==> src/rtl/aduna_acumulator_if.sv <==
// Handshake and data bundle between the aduna adder side and the accumulator.
// The master drives operands and handshake requests; the slave is the accumulator.
interface aduna_acumulator_if #(
    parameter int unsigned ACC_W = 8
);
    logic             start;
    logic [3:0]       s;
    logic             c4;
    logic             in_valid;
    logic             in_ready;
    logic             out_ready;
    logic             out_valid;
    logic [ACC_W-1:0] acc;
    logic             ovf;
    logic [3:0]       count;

    modport master (
        output start, s, c4, in_valid, out_ready,
        input  in_ready, out_valid, acc, ovf, count
    );

    modport slave (
        input  start, s, c4, in_valid, out_ready,
        output in_ready, out_valid, acc, ovf, count
    );
endinterface

==> src/rtl/aduna_acumulator.sv <==
// Sums N_OPS adder results {c4,s} into an ACC_W-bit register with a sticky overflow flag,
// then presents the total on a valid/ready handshake.
module aduna_acumulator #(
    parameter int unsigned N_OPS = 4,
    parameter int unsigned ACC_W = 8
) (
    input  logic                clk,
    input  logic                rst_n,
    aduna_acumulator_if.slave   bus
);

    typedef enum logic [1:0] {
        S_IDLE  = 2'd0,
        S_ACCUM = 2'd1,
        S_HOLD  = 2'd2
    } state_t;

    localparam logic [3:0] LAST_IDX = 4'(N_OPS - 1);

    state_t           r_state;
    state_t           w_next;
    logic [ACC_W-1:0] r_acc;
    logic             r_ovf;
    logic [3:0]       r_count;
    logic [ACC_W:0]   w_sum;
    logic             w_xfer;

    // One extra bit on the adder captures the carry out of the accumulator's MSB.
    assign w_sum  = {1'b0, r_acc} + {{(ACC_W - 4){1'b0}}, bus.c4, bus.s};
    assign w_xfer = (r_state == S_ACCUM) && bus.in_valid;

    always_comb begin
        w_next = r_state;
        case (r_state)
            S_IDLE:  if (bus.start) w_next = S_ACCUM;
            S_ACCUM: if (w_xfer && (r_count == LAST_IDX)) w_next = S_HOLD;
            S_HOLD:  if (bus.out_ready) w_next = S_IDLE;
            default: w_next = S_IDLE;
        endcase
    end

    always_ff @(posedge clk) begin
        if (!rst_n) begin
            r_state <= S_IDLE;
            r_acc   <= '0;
            r_ovf   <= 1'b0;
            r_count <= '0;
        end else begin
            r_state <= w_next;
            if ((r_state == S_IDLE) && bus.start) begin
                r_acc   <= '0;
                r_ovf   <= 1'b0;
                r_count <= '0;
            end else if (w_xfer) begin
                r_acc   <= w_sum[ACC_W-1:0];
                r_ovf   <= r_ovf | w_sum[ACC_W];
                r_count <= r_count + 4'd1;
            end
        end
    end

    assign bus.in_ready  = (r_state == S_ACCUM);
    assign bus.out_valid = (r_state == S_HOLD);
    assign bus.acc       = r_acc;
    assign bus.ovf       = r_ovf;
    assign bus.count     = r_count;

endmodule

==> src/flat_wrapper.sv <==
// flat-port wrapper written by rule: the top's interface ports become plain ports
module aduna_acumulator_flat 
#(
    parameter int unsigned N_OPS = 4,
    parameter int unsigned ACC_W = 8
)
  (clk, rst_n, bus_start, bus_s, bus_c4, bus_in_valid, bus_out_ready, bus_in_ready, bus_out_valid, bus_acc, bus_ovf, bus_count);
  aduna_acumulator_if #(.ACC_W(ACC_W)) bus_i ();
  input  logic clk;
  input  logic rst_n;
  input wire logic [$bits(bus_i.start)-1:0] bus_start;
  input wire logic [$bits(bus_i.s)-1:0] bus_s;
  input wire logic [$bits(bus_i.c4)-1:0] bus_c4;
  input wire logic [$bits(bus_i.in_valid)-1:0] bus_in_valid;
  input wire logic [$bits(bus_i.out_ready)-1:0] bus_out_ready;
  output wire logic [$bits(bus_i.in_ready)-1:0] bus_in_ready;
  output wire logic [$bits(bus_i.out_valid)-1:0] bus_out_valid;
  output wire logic [$bits(bus_i.acc)-1:0] bus_acc;
  output wire logic [$bits(bus_i.ovf)-1:0] bus_ovf;
  output wire logic [$bits(bus_i.count)-1:0] bus_count;
  assign bus_i.start = bus_start;
  assign bus_i.s = bus_s;
  assign bus_i.c4 = bus_c4;
  assign bus_i.in_valid = bus_in_valid;
  assign bus_i.out_ready = bus_out_ready;
  assign bus_in_ready = bus_i.in_ready;
  assign bus_out_valid = bus_i.out_valid;
  assign bus_acc = bus_i.acc;
  assign bus_ovf = bus_i.ovf;
  assign bus_count = bus_i.count;
  aduna_acumulator #(.N_OPS(N_OPS), .ACC_W(ACC_W)) u_core (.clk(clk), .rst_n(rst_n), .bus(bus_i));
endmodule
==> config.mk <==
export PLATFORM = sky130hd
export DESIGN_NAME = aduna_acumulator_flat
export DESIGN_NICKNAME = d
export VERILOG_FILES = /design/src/rtl/aduna_acumulator_if.sv /design/src/rtl/aduna_acumulator.sv /design/src/flat_wrapper.sv
export SDC_FILE = /design/constraint.sdc
export NUM_CORES = 1
export LEC_CHECK = 0
export CORE_ASPECT_RATIO = 1.2
export CORE_MARGIN = 8
export CORE_UTILIZATION = 45
export DETAILED_ROUTE_END_ITERATION = 12
export PLACE_DENSITY = 0.78
export SETUP_SLACK_MARGIN = 0.05
export SLEW_MARGIN = 25
export SYNTH_ARGS = -nofsm -noshare
export SYNTH_HDL_FRONTEND = slang
export SYNTH_SLANG_ARGS = --single-unit
export TNS_END_PERCENT = 50
==> constraint.sdc <==
create_clock -name clk -period 4.4 [get_ports clk]
set_input_delay 0.88 -clock clk [delete_from_list [all_inputs] [get_ports clk]]
set_output_delay 0.88 -clock clk [all_outputs]
set_load 0.05 [all_outputs]
==> results of run 1 <==
## through the flow
stage | setup slack, ns | std cells | hold WS (ns) | utilization (%) | area (µm²)
6_report | 1.84 | 137 | 0.453 | 65.3 | 1070
5_1_grt | 1.75 | 137 | 0.484 | 65.3 | 1070
4_1_cts | 1.83 | 137 | 0.460 | 65.3 | 1070
3_5_place_dp | 1.56 | 133 | 0.441 | 63.5 | 1040
3_3_place_gp | 1.65 | 133 | 0.437 | 63.5 | 1040
2_1_floorplan | 2.17 | 92 | 0.442 | - | 785
## state kept, by name, indices dropped and copies added, names as in the netlist
register and flops:
u_core.r_state 2, u_core.bus.count 4, u_core.bus.acc 8, u_core.bus.ovf 1
## routing by layer
| layer | up-vias | wire length, µm | track usage (%) | share of wire, % |
|---|---|---|---|---|
| li1 | 371 | - | - | - |
| met1 | 335 | 797 | 14.6 | 42 |
| met2 | 22 | 941 | 21.7 | 50 |
| met3 | 4 | 119 | 3.10 | 6.3 |
| met4 | 0 | 34 | 2.11 | 1.8 |
| met5 | - | 0 | 0 | 0 |
## Yosys cell counts
master	instances
dfxtp_1	15
a21oi_1	11
nor2_1	11
nand2_1	10
ha_1	6
inv_1	6
xnor2_1	4
nand4_1	3
o21ai_0	3
xor2_1	3
a21o_1	2
nand2b_1	2
nor2b_1	2
o211ai_1	2
a211oi_1	1
a21boi_2	1
a32oi_1	1
and2b_1	1
and3_1	1
and3b_1	1
buf_2	1
buf_4	1
fa_1	1
nand3_1	1
nor3b_1	1
o31ai_1	1
## where the power goes
part	leakage (nW)	switching, mW	total [mW]	internal (mW)
logic	0.275	0.0271	0.0482	0.0211
clock network	0.0139	0.0471	0.0815	0.0344
registers	0.122	0.00278	0.141	0.138
total	0.410	0.0770	0.271	0.194
## final cells by class
class                      count  share of cell area (%)
clock inverter                 1                   0.700
clock buffer                   3                    2.10
tap                           18                    2.10
sequential                    15                    28.0
inverter                       6                    2.10
multi-input combinational     69                    41.9
timing repair buffer          25                    23.1
## cells by family (layout without fill, tap and decap cells)
family / after synthesis / after routing / synth area share, %
AOI/OAI and AO/OA: 22 / 22 / 17.2
xor gates and xnor gates: 7 / 7 / 7.82
adders and majority gates: 7 / 7 / 12.1
buffers and inverters: 8 / 35 / 4.47
DFF: 15 / 15 / 38.3
and+or+nand+nor: 33 / 33 / 20.1
## worst register-to-register path: stages, from the launching register on
cell      delay, ns
dfxtp_1        0.37
ha_1           0.18
inv_1          0.06
fa_1           0.39
nand2b_1       0.19
a21oi_1        0.24
o211ai_1       0.13
xor2_1         0.16
nor2_1         0.05
## final timing paths
path                        to  slack, ns  cells after the start               from
max              bus_out_valid       1.84                      2  u_core.r_state[1]
max reg2reg  u_core.bus.acc[6]       2.55                      8  u_core.bus.acc[0]
min reg2reg     u_core.bus.ovf       0.45                      2     u_core.bus.ovf
min             u_core.bus.ovf       0.45                      2     u_core.bus.ovf
==> impl_metrics.toml, run 1 <==
[outcome]
status = "complete, but fails checks"
violations = "DRC"

[final_layout]
fill_cells = 161
area_growth_pct = 36.7
final_layout_size_suffix_gt1_share_pct = 5.04
multi_input_area_um2 = 449
seqCellArea_um2 = 300
layout_common_cells = "clkdlybuf4s50_1, dfxtp_1, nor2_1, a21oi_1, nand2_1"
n_antenna_cell = 0
layout_commonest_cell = "clkdlybuf4s50_1"
nets = 137

[routing]
drt-wirelength-per-cell_um = 13.8
wl_mm = 1.89
postRouteAntennaNets = 0
routed-via-count = 732
dr.pass1.iters = 8
drc = 2
viasPerCell = 5.34
drtIter0Drc = 12

[timing]
fin_skew_ns = 0.00788
rsz0062_at_grt = "no"
fmaxAchievable_mhz = 391
fin_crit_ns = 2.56
finalSetupTns_ns = 0
drv_slew = 0
period_share_pct = 58.1
worstMarginPinSlew_ns = 0.742
slew_headroom_pct = 50.1
hold_violations = 0
setup_violations = 0

[worst_setup_path]
crit_arrival_ns = 1.68
crit_family = "buffers and inverters"
end_kind = "output pin"
critPathSlowestCell = "clkdlybuf4s50_1"
path_cells = "nor2b_1 > clkdlybuf4s50_1"
startpoint_type = "flip-flop"
worst_ep_required_time_ns = 3.52
cpPeakStageDelay_ns = 0.83
cp_num_buf_inv = 1
path_class = "reg -> out"
crit_fanout = 5

[yosys]
synth_top_area_cell = "dfxtp_1"
synth_top_area_share_pct = 38.3
synth_cell_types = 26
synth_cells = 92
seq_area_frac_synth_pct = 38.3
avgSynthCellArea_um2 = 8.53
ys_ff_latch = 15
syn_area_um2 = 785
yosys-top-cells-area = "dfxtp_1, ha_1, a21oi_1"
syn-num-nets = 109
ys.warnings.count = 0

[worst_hold_path]
hold_path_class = "reg -> reg"

[clock_network]
cts_resized = 0
post_cts_buffers = 0
clkTransAtPathRegs_ns = 0.10
cts_sinks = 15
clockBufferDepth = 2
cts_hold_buf = 0
cts_tree = "built"
clk_latency_ns = 0.28
cts_root_buffer = "clkbuf_4"
cts_buffers = 3
cts_htree_levels = 1

[floorplan]
die_height_um = 61.7
rows = 16
die_x_um = 54.1
initial_core_util_pct = 47.8
pin_count = 25
core_area_um2 = 1640
die_area_um2 = 3340

[pwr]
powerDensity_nw_per_um2 = 253
power.total_mw = 0.271
p_leak_nw = 0.410
ir_worst_vdd_mv = 0.253

[placed_design]
place_hpwl_mm = 1.52
gp_congestion = 0.817
port_buffers = 24

[global_routing]
overflow = 0
antenna_found_initial = 0
grt_usage_pct = 12.3
grt_pass1_vias = 727
grt_max_degree = 13
grt_pass1_wl_mm = 3.19

[flow_run]
maxCapViolations = 0
(Power assumes the default switching activity.)
==> run 2: changes to the inputs <==
--- a/config.mk
+++ b/config.mk
@@ -7,9 +7,9 @@
 export LEC_CHECK = 0
 export CORE_ASPECT_RATIO = 1.2
 export CORE_MARGIN = 8
-export CORE_UTILIZATION = 45
+export CORE_UTILIZATION = 44
 export DETAILED_ROUTE_END_ITERATION = 12
-export PLACE_DENSITY = 0.78
+export PLACE_DENSITY = 0.77
 export SETUP_SLACK_MARGIN = 0.05
 export SLEW_MARGIN = 25
 export SYNTH_ARGS = -nofsm -noshare
==> constraint.sdc (replaced) <==
create_clock -name clk -period 2.7 [get_ports clk]
set_input_delay 0.54 -clock clk [delete_from_list [all_inputs] [get_ports clk]]
set_output_delay 0.54 -clock clk [all_outputs]
set_load 0.05 [all_outputs]
==> run 2 against run 1 <==
Against the previous run: critical path type unchanged; largest power group unchanged; the flow now finishes without violations; hold slack improved by 0.011 ns; clock skew fell by 0.0026 ns; die area rose by 1.6%.
==> impl_metrics.toml, run 2 (synthesis gave the netlist of run 1 again) <==
[outcome]
status = "finished, final reports clean"

[timing]
finalSetupTns_ns = 0
fin_crit_ns = 2.24
hold_violations = 0
fmaxAchievable_mhz = 447
fin_skew_ns = 0.00529
setup_violations = 0
holdWs_ns = 0.464
rsz0062_at_grt = "no"
period_share_pct = 82.8
drv_slew = 0
slew_headroom_pct = 65.2
worstMarginPinSlew_ns = 0.520

[placed_design]
place_hpwl_mm = 1.43
gp_congestion = 0.866
port_buffers = 24

[clock_network]
clkTransAtPathRegs_ns = 0.10
cts_buffers = 3
cts_resized = 0
cts_root_buffer = "clkbuf_4"
cts_htree_levels = 1
cts_hold_buf = 0
post_cts_buffers = 0
clockBufferDepth = 2
cts_tree = "built"
clk_latency_ns = 0.29
cts_sinks = 15

[final_layout]
layout_common_cells = "clkdlybuf4s50_1, dfxtp_1, nor2_1, a21oi_1, nand2_1"
largest_reg_flops = 8
seqCellArea_um2 = 300
fill_cells = 164
nets = 139
area_growth_pct = 38.6
n_antenna_cell = 0
multi_input_area_um2 = 449
final_layout_size_suffix_gt1_share_pct = 6.61
layout_commonest_cell = "clkdlybuf4s50_1"

[global_routing]
grt_max_degree = 12
overflow = 0
grt_pass1_wl_mm = 3.08
grt_usage_pct = 11.5
grt_pass1_vias = 722
antenna_found_initial = 0

[worst_setup_path]
critPathSlowestCell = "clkdlybuf4s50_1"
path_cells = "nor2b_1 > clkdlybuf4s50_1"
end_kind = "output pin"
cp_num_buf_inv = 1
crit_family = "buffers and inverters"
worstSetupPathDepth = 2
reg2reg_depth = 8
crit_arrival_ns = 1.70
worst_ep_required_time_ns = 2.16
crit_fanout = 5
path_class = "reg -> out"
cpPeakStageDelay_ns = 0.82
startpoint_type = "flip-flop"

[flow_run]
maxCapViolations = 0

[pwr]
powerDensity_nw_per_um2 = 407
ir_worst_vdd_mv = 0.259
p_leak_nw = 0.420

[routing]
drtIter0Drc = 12
viasPerCell = 5.16
drc = 0
drt-wirelength-per-cell_um = 12.7
wl_mm = 1.77
routed-via-count = 717
postRouteAntennaNets = 0
dr.pass1.iters = 4

[floorplan]
pin_count = 25
rows = 16
die_area_um2 = 3400
core_area_um2 = 1660
die_height_um = 62.3
die_x_um = 54.5
initial_core_util_pct = 47.2

[worst_hold_path]
hold_path_class = "reg -> reg"
worstHoldPathCells = 2
run 2: worst min-delay path, delay by kind of cell, from the launching register on:
family | cells | cell delay (ns)
buffers and inverters | 1 | 0.05
AOI/OAI and AO/OA | 1 | 0.06
DFF | 1 | 0.32
run 2: layer usage:
layer  track usage [%]  routed length [µm]  vias up
met4              4.63                  33        0
met1              13.7                 786      321
met3              3.81                 120        5
met2              18.0                 831       19
li1                  -                   -      372
met5                 0                   0        -
run 2: area by class of cell:
cell class	count	area share, %
Inverter	6	2.07
Sequential cell	15	27.6
Multi-Input combinational cell	69	41.3
Timing Repair Buffer	27	24.2
Tap cell	18	2.07
Clock inverter	1	0.690
Clock buffer	3	2.07
run 2: final timing paths:
| check | endpoint | slack, ns | from |
|---|---|---|---|
| worst min-delay path | u_core.bus.ovf | 0.46 | u_core.bus.ovf |
| worst max-delay path | bus_out_valid | 0.46 | u_core.r_state[1] |
| worst min register to register | u_core.bus.ovf | 0.46 | u_core.bus.ovf |
| worst max register to register | u_core.bus.acc[6] | 0.85 | u_core.bus.acc[0] |
run 2: power breakdown:
part / switching (mW) / internal (mW) / leakage, nW
combinational: 0.0430 / 0.0361 / 0.285
sequential: 0.00454 / 0.226 / 0.122
clock: 0.0773 / 0.0564 / 0.0139
run 2: per-stage QoR:
stage / setup slack (ns) / instance area [µm²] / utilization (%) / power (mW) / cells
final: 0.463 / 1090 / 65.4 / 0.443 / 139
after global routing: 0.385 / 1090 / 65.4 / 0.463 / 139
after CTS: 0.442 / 1090 / 65.4 / 0.449 / 139
after detailed placement: 0.207 / 1060 / 63.6 / 0.315 / 135
after global placement: 0.312 / 1060 / 63.6 / 0.314 / 135
after floorplan: 0.612 / 785 / - / 0.282 / 92
==> run 3: changes to the inputs <==
--- a/config.mk
+++ b/config.mk
@@ -7,9 +7,9 @@
 export LEC_CHECK = 0
 export CORE_ASPECT_RATIO = 1.2
 export CORE_MARGIN = 8
-export CORE_UTILIZATION = 44
+export CORE_UTILIZATION = 40
 export DETAILED_ROUTE_END_ITERATION = 12
-export PLACE_DENSITY = 0.77
+export PLACE_DENSITY = 0.73
 export SETUP_SLACK_MARGIN = 0.05
 export SLEW_MARGIN = 25
 export SYNTH_ARGS = -nofsm -noshare
==> constraint.sdc (replaced) <==
create_clock -name clk -period 1.9 [get_ports clk]
set_input_delay 0.38 -clock clk [delete_from_list [all_inputs] [get_ports clk]]
set_output_delay 0.38 -clock clk [all_outputs]
set_load 0.05 [all_outputs]
==> run 3 against run 2 <==
Against the previous run: flip-flop and latch count is the same; hold slack better by 0.0017 ns; die area is 7.2% higher; critical endpoint is now bus_acc[1]; largest power group unchanged.
==> impl_metrics.toml, run 3 (synthesis gave the netlist of run 1 again) <==
[clock_network]
cts_htree_levels = 1
cts_buffers = 3
cts_hold_buf = 0
clockBufferDepth = 2
clk_latency_ns = 0.29
cts_root_buffer = "clkbuf_4"
clkTransAtPathRegs_ns = 0.09
cts_sinks = 15
cts_tree = "built"

[floorplan]
rows = 17
pin_count = 25
die_area_um2 = 3640
die_height_um = 64.5
die_x_um = 56.4
core_area_um2 = 1850
initial_core_util_pct = 42.4

[timing]
setup_violations = 0
finalSetupTns_ns = 0
fmaxAchievable_mhz = 546
fin_skew_ns = 0.00117
drv_slew = 0
hold_violations = 0
worstMarginPinSlew_ns = 0.500
rsz0062_at_grt = "yes"
slew_headroom_pct = 66.6
layout_setup_ws_ns = 0.0687
fin_crit_ns = 1.83
period_share_pct = 96.4

[placed_design]
place_ws_ns = -0.350
gp_congestion = 0.826
port_buffers = 24
place_hpwl_mm = 1.49

[final_layout]
layout_commonest_cell = "buf_4"
final_layout_size_suffix_gt1_share_pct = 23.8
fill_cells = 163
largest_reg_flops = 8
seqCellArea_um2 = 305
layout_common_cells = "buf_4, dfxtp_1, nor2_1, clkdlybuf4s50_1"
multi_input_area_um2 = 473
n_antenna_cell = 0
nets = 144
area_growth_pct = 45.5

[outcome]
status = "finished, final reports clean"

[global_routing]
grt_usage_pct = 10.9
grt_max_degree = 14
overflow = 0
grt_pass1_wl_mm = 3.36
antenna_found_initial = 0
grt_pass1_vias = 773

[pwr]
combPwrFrac_pct = 19.5
intPower_mw = 0.459
p_leak_nw = 0.505
pwr-share-clk_pct = 29.2
ir_worst_vdd_mv = 0.300
powerDensity_nw_per_um2 = 558
power.total_mw = 0.636
swShare_pct = 27.9
switching_power_mw = 0.177
p_seq_share_pct = 51.3

[worst_setup_path]
timing.rr.end = "u_core.bus.acc[6]"
cp_num_buf_inv = 1
crit_fanout = 4
critPathSlowestCell = "clkdlybuf4s50_1"
crit_arrival_ns = 1.45
cpPeakStageDelay_ns = 0.80
path_class = "reg -> out"
crit_family = "buffers and inverters"
path_cells = "clkdlybuf4s50_1"
startpoint_type = "flip-flop"
r2r_setup_slack_ns = 0.19
end_kind = "output pin"
r2r-start = "u_core.bus.acc[0]"
reg2reg_depth = 8
cp-startpoint = "u_core.bus.acc[1]"
worst_ep_required_time_ns = 1.52
worstSetupPathDepth = 1

[flow_run]
maxCapViolations = 0

[routing]
drc = 0
drtIter0Drc = 25
postRouteAntennaNets = 0
wl_mm = 1.91
dr.pass1.iters = 4
routed-via-count = 781
viasPerCell = 5.39
drt-wirelength-per-cell_um = 13.2

[worst_hold_path]
hold_path.startpoint = "u_core.bus.ovf"
hold_path_class = "reg -> reg"
worstHoldPathCells = 2
min_to = "u_core.bus.ovf"
## run 3: routing by layer
layer | track usage [%] | vias to the layer above | wire length [µm]
li1 | - | 386 | -
met1 | 11.2 | 372 | 780
met2 | 19.0 | 21 | 997
met3 | 4.48 | 2 | 114
met4 | 4.82 | 0 | 19
met5 | 0 | - | 0
## run 3: power groups by stage
stage / sequential, mW / clock (mW) / combinational (mW)
4_1_cts: 0.327 / 0.193 / 0.122
3_3_place_gp: 0.333 / 0 / 0.118
5_1_grt: 0.327 / 0.208 / 0.136
3_5_place_dp: 0.334 / 0 / 0.119
6_report: 0.326 / 0.186 / 0.124
2_1_floorplan: 0.349 / 0 / 0.0511
## run 3: final cells by class
class,count,share of cell area (%)
repair buffers,32,25.4
inverters,6,1.97
multi-input cells,69,41.4
clock buffers,4,2.30
well taps,19,2.08
flip-flops and latches,15,26.8
## run 3: how the worst max path moves through the flow
stage / endpoint / slack (ns)
2_1_floorplan: u_core.bus.acc[6] / 0.08
3_3_place_gp: u_core.bus.acc[4] / -0.32
3_5_place_dp: u_core.bus.acc[4] / -0.35
4_1_cts: bus_acc[2] / 0.04
5_1_grt: bus_acc[1] / 0.01
6_report: bus_acc[1] / 0.07
## run 3: stage by stage
step	hold WS, ns	std cells	cell area (µm²)	utilization, %
5_1_grt	0.484	145	1140	61.7
3_3_place_gp	0.452	138	1060	57.5
2_1_floorplan	0.442	92	790	-
4_1_cts	0.467	142	1100	59.6
3_5_place_dp	0.453	138	1060	57.5
6_report	0.466	145	1140	61.7
## run 3: repair_timing
item,CTS,global route
setup buffers,0,3
pin swaps,0,6
gates resized for setup,3,5
setup endpoints to repair,5,7
==> patch, RTL diff (config.mk and constraints of run 2) <==
The 3 states of `state_t` get a one-hot encoding in 3 bits.
--- a/src/rtl/aduna_acumulator.sv
+++ b/src/rtl/aduna_acumulator.sv
@@ -10,8 +10,8 @@
 );
 
-    typedef enum logic [1:0] {
-        S_IDLE  = 2'd0,
-        S_ACCUM = 2'd1,
-        S_HOLD  = 2'd2
+    typedef enum logic [2:0] {
+        S_IDLE  = 3'b001,
+        S_ACCUM = 3'b010,
+        S_HOLD  = 3'b100
     } state_t;
 
Check against the original RTL: no difference found for any inputs over 10 cycles, from zero or initial values and one cycle with rst_n low; not proved beyond that.
==> patch against run 2 <==
Hold slack got worse by 0.94 ps. Critical path depth unchanged. Die area increased by 7.5%. Final cell count increased by 6.5%. Synthesized area increased by 10%. Worst setup slack got worse by 180 ps. Sequential power increased by 13%. Design area increased by 7.5%. Routed wire length increased by 11%. Total power increased by 15%. Sequential cell count increased by 1. Critical path type unchanged.
==> patch: results (changes against run 2) <==
vias per cell=5.53 (+7.1%); status=completed; vias in the first global route=877 (+21%); Reg area=320 sq um (+6.7%); clock buffer count from CTS=3 (unchanged); WL/cell=13.3 microns (+4.6%); Setup Buffers After CTS=0 (unchanged); top area cells in the synthesized netlist=dfxtp_1 (37%), ha_1 (8.7%), a21oi_1 (7.5%); CP arrival=1870 ps (+170 ps); total chip power=0.000512 W (+15%); DP Worst Slack=241 ps (+34.4 ps); non-clk buf share=21.8% (-2.3 points); Via Count=818 (+14%); Final clock-cell share=3.10% (+0.34 points); synth cell count leaders=dfxtp_1 (16), a21oi_1 (13), nor2_1 (10); synthesis-stage register bit count=16 (+1); count of plain and timing-repair buffers in the layout=26 (-3.7%); slew margin rel.=66.4% (+1.2 points); first-pass GRT wire length=3610 microns (+17%); pin count of the biggest net entering global routing=14 (+2); fraction of area in multi-input gates=43.4% (+2.0 points); CLK BUF=4 (+1); Multi-Input Combinational=76 (+10%); most frequent cell after synthesis=dfxtp_1; syn nets=118 (+8.3%); Hold WC Path Type=register to register; dpl hpwl=1550 microns (+8.4%); Max FO, Critical Path=6 (+1); slowest stage delay, CP=860 ps (+40 ps); post-synthesis sequential area ratio=37.0% (-1.3 points); dpl cells=144 (+6.7%); DP Area=1130 sq um (+7.1%); crit path from=u_core.r_state[2]; Pre-Repair DR Iteration Count=4 (unchanged); unique cell type count in the Yosys netlist=29 (+12%); switching share of total power=27.8% (-0.38 points); fillcell total=178 (+8.5%); post-synthesis cell count=101 (+9.8%); global placement routability congestion=0.824 (-4.8%); All-Layer GR Usage=11.4% (-0.060 points); Leakage=0.436 nW (+3.7%); max reg flops=8 (unchanged); post-route clock skew=5.45 ps (+0.160 ps); Flop+latch power=0.000259 W (+13%); Non-clk invs=7 (+1); # diodes=0 (unchanged); Clock Pin Slew Worst Setup and Hold Paths=100 ps (about the same); drt first-iter violations=20 (+8); Clock Latency Late Sink=280 ps; combinational power share=18.2% (+0.3 points); layout cells sized above 1=8.53% (+1.9 points); Power Dens Cells=438 nW/um^2 (+7.5%); Die ar.=3650 sq um (+7.5%); Max VDD drop=0.232 mV (-11%); yosys warns=0 (unchanged); nets@finish=147 (+5.8%)
patch: metal layers:
layer	vias up	share of wire (%)	wire length (microns)	global-route usage, %
met3	2	6.1	120	3.51
met1	385	44	875	12.8
met4	0	0.81	16	4.82
met5	-	0	0	0
li1	412	-	-	-
met2	19	49	959	19.5
patch: cell families after synthesis:
logic type	after synthesis	share of synthesized area [%]
AO/OA/AOI/OAI	27	18.6
adder cells (fa/ha/maj)	7	11.0
AND/OR/NAND/NOR	35	21.8
XOR/XNOR	7	7.08
buffers and inverters	9	4.48
flip-flops	16	37.0
patch: final timing paths:
check / end / slack [ps] / cells past startpoint
setup / recovery: bus_out_valid / 290 / 2
hold / removal: u_core.bus.ovf / 460 / 2
setup reg to reg: u_core.bus.acc[6] / 850 / 8
hold reg to reg: u_core.bus.ovf / 460 / 2
patch: worst register-to-register path: stages (launching register included):
cell,delay (ps)
dfxtp_1,370
ha_1,180
inv_1,50
fa_1,370
nand2b_1,190
a21oi_1,240
o211ai_1,140
xor2_1,160
nor2_1,50
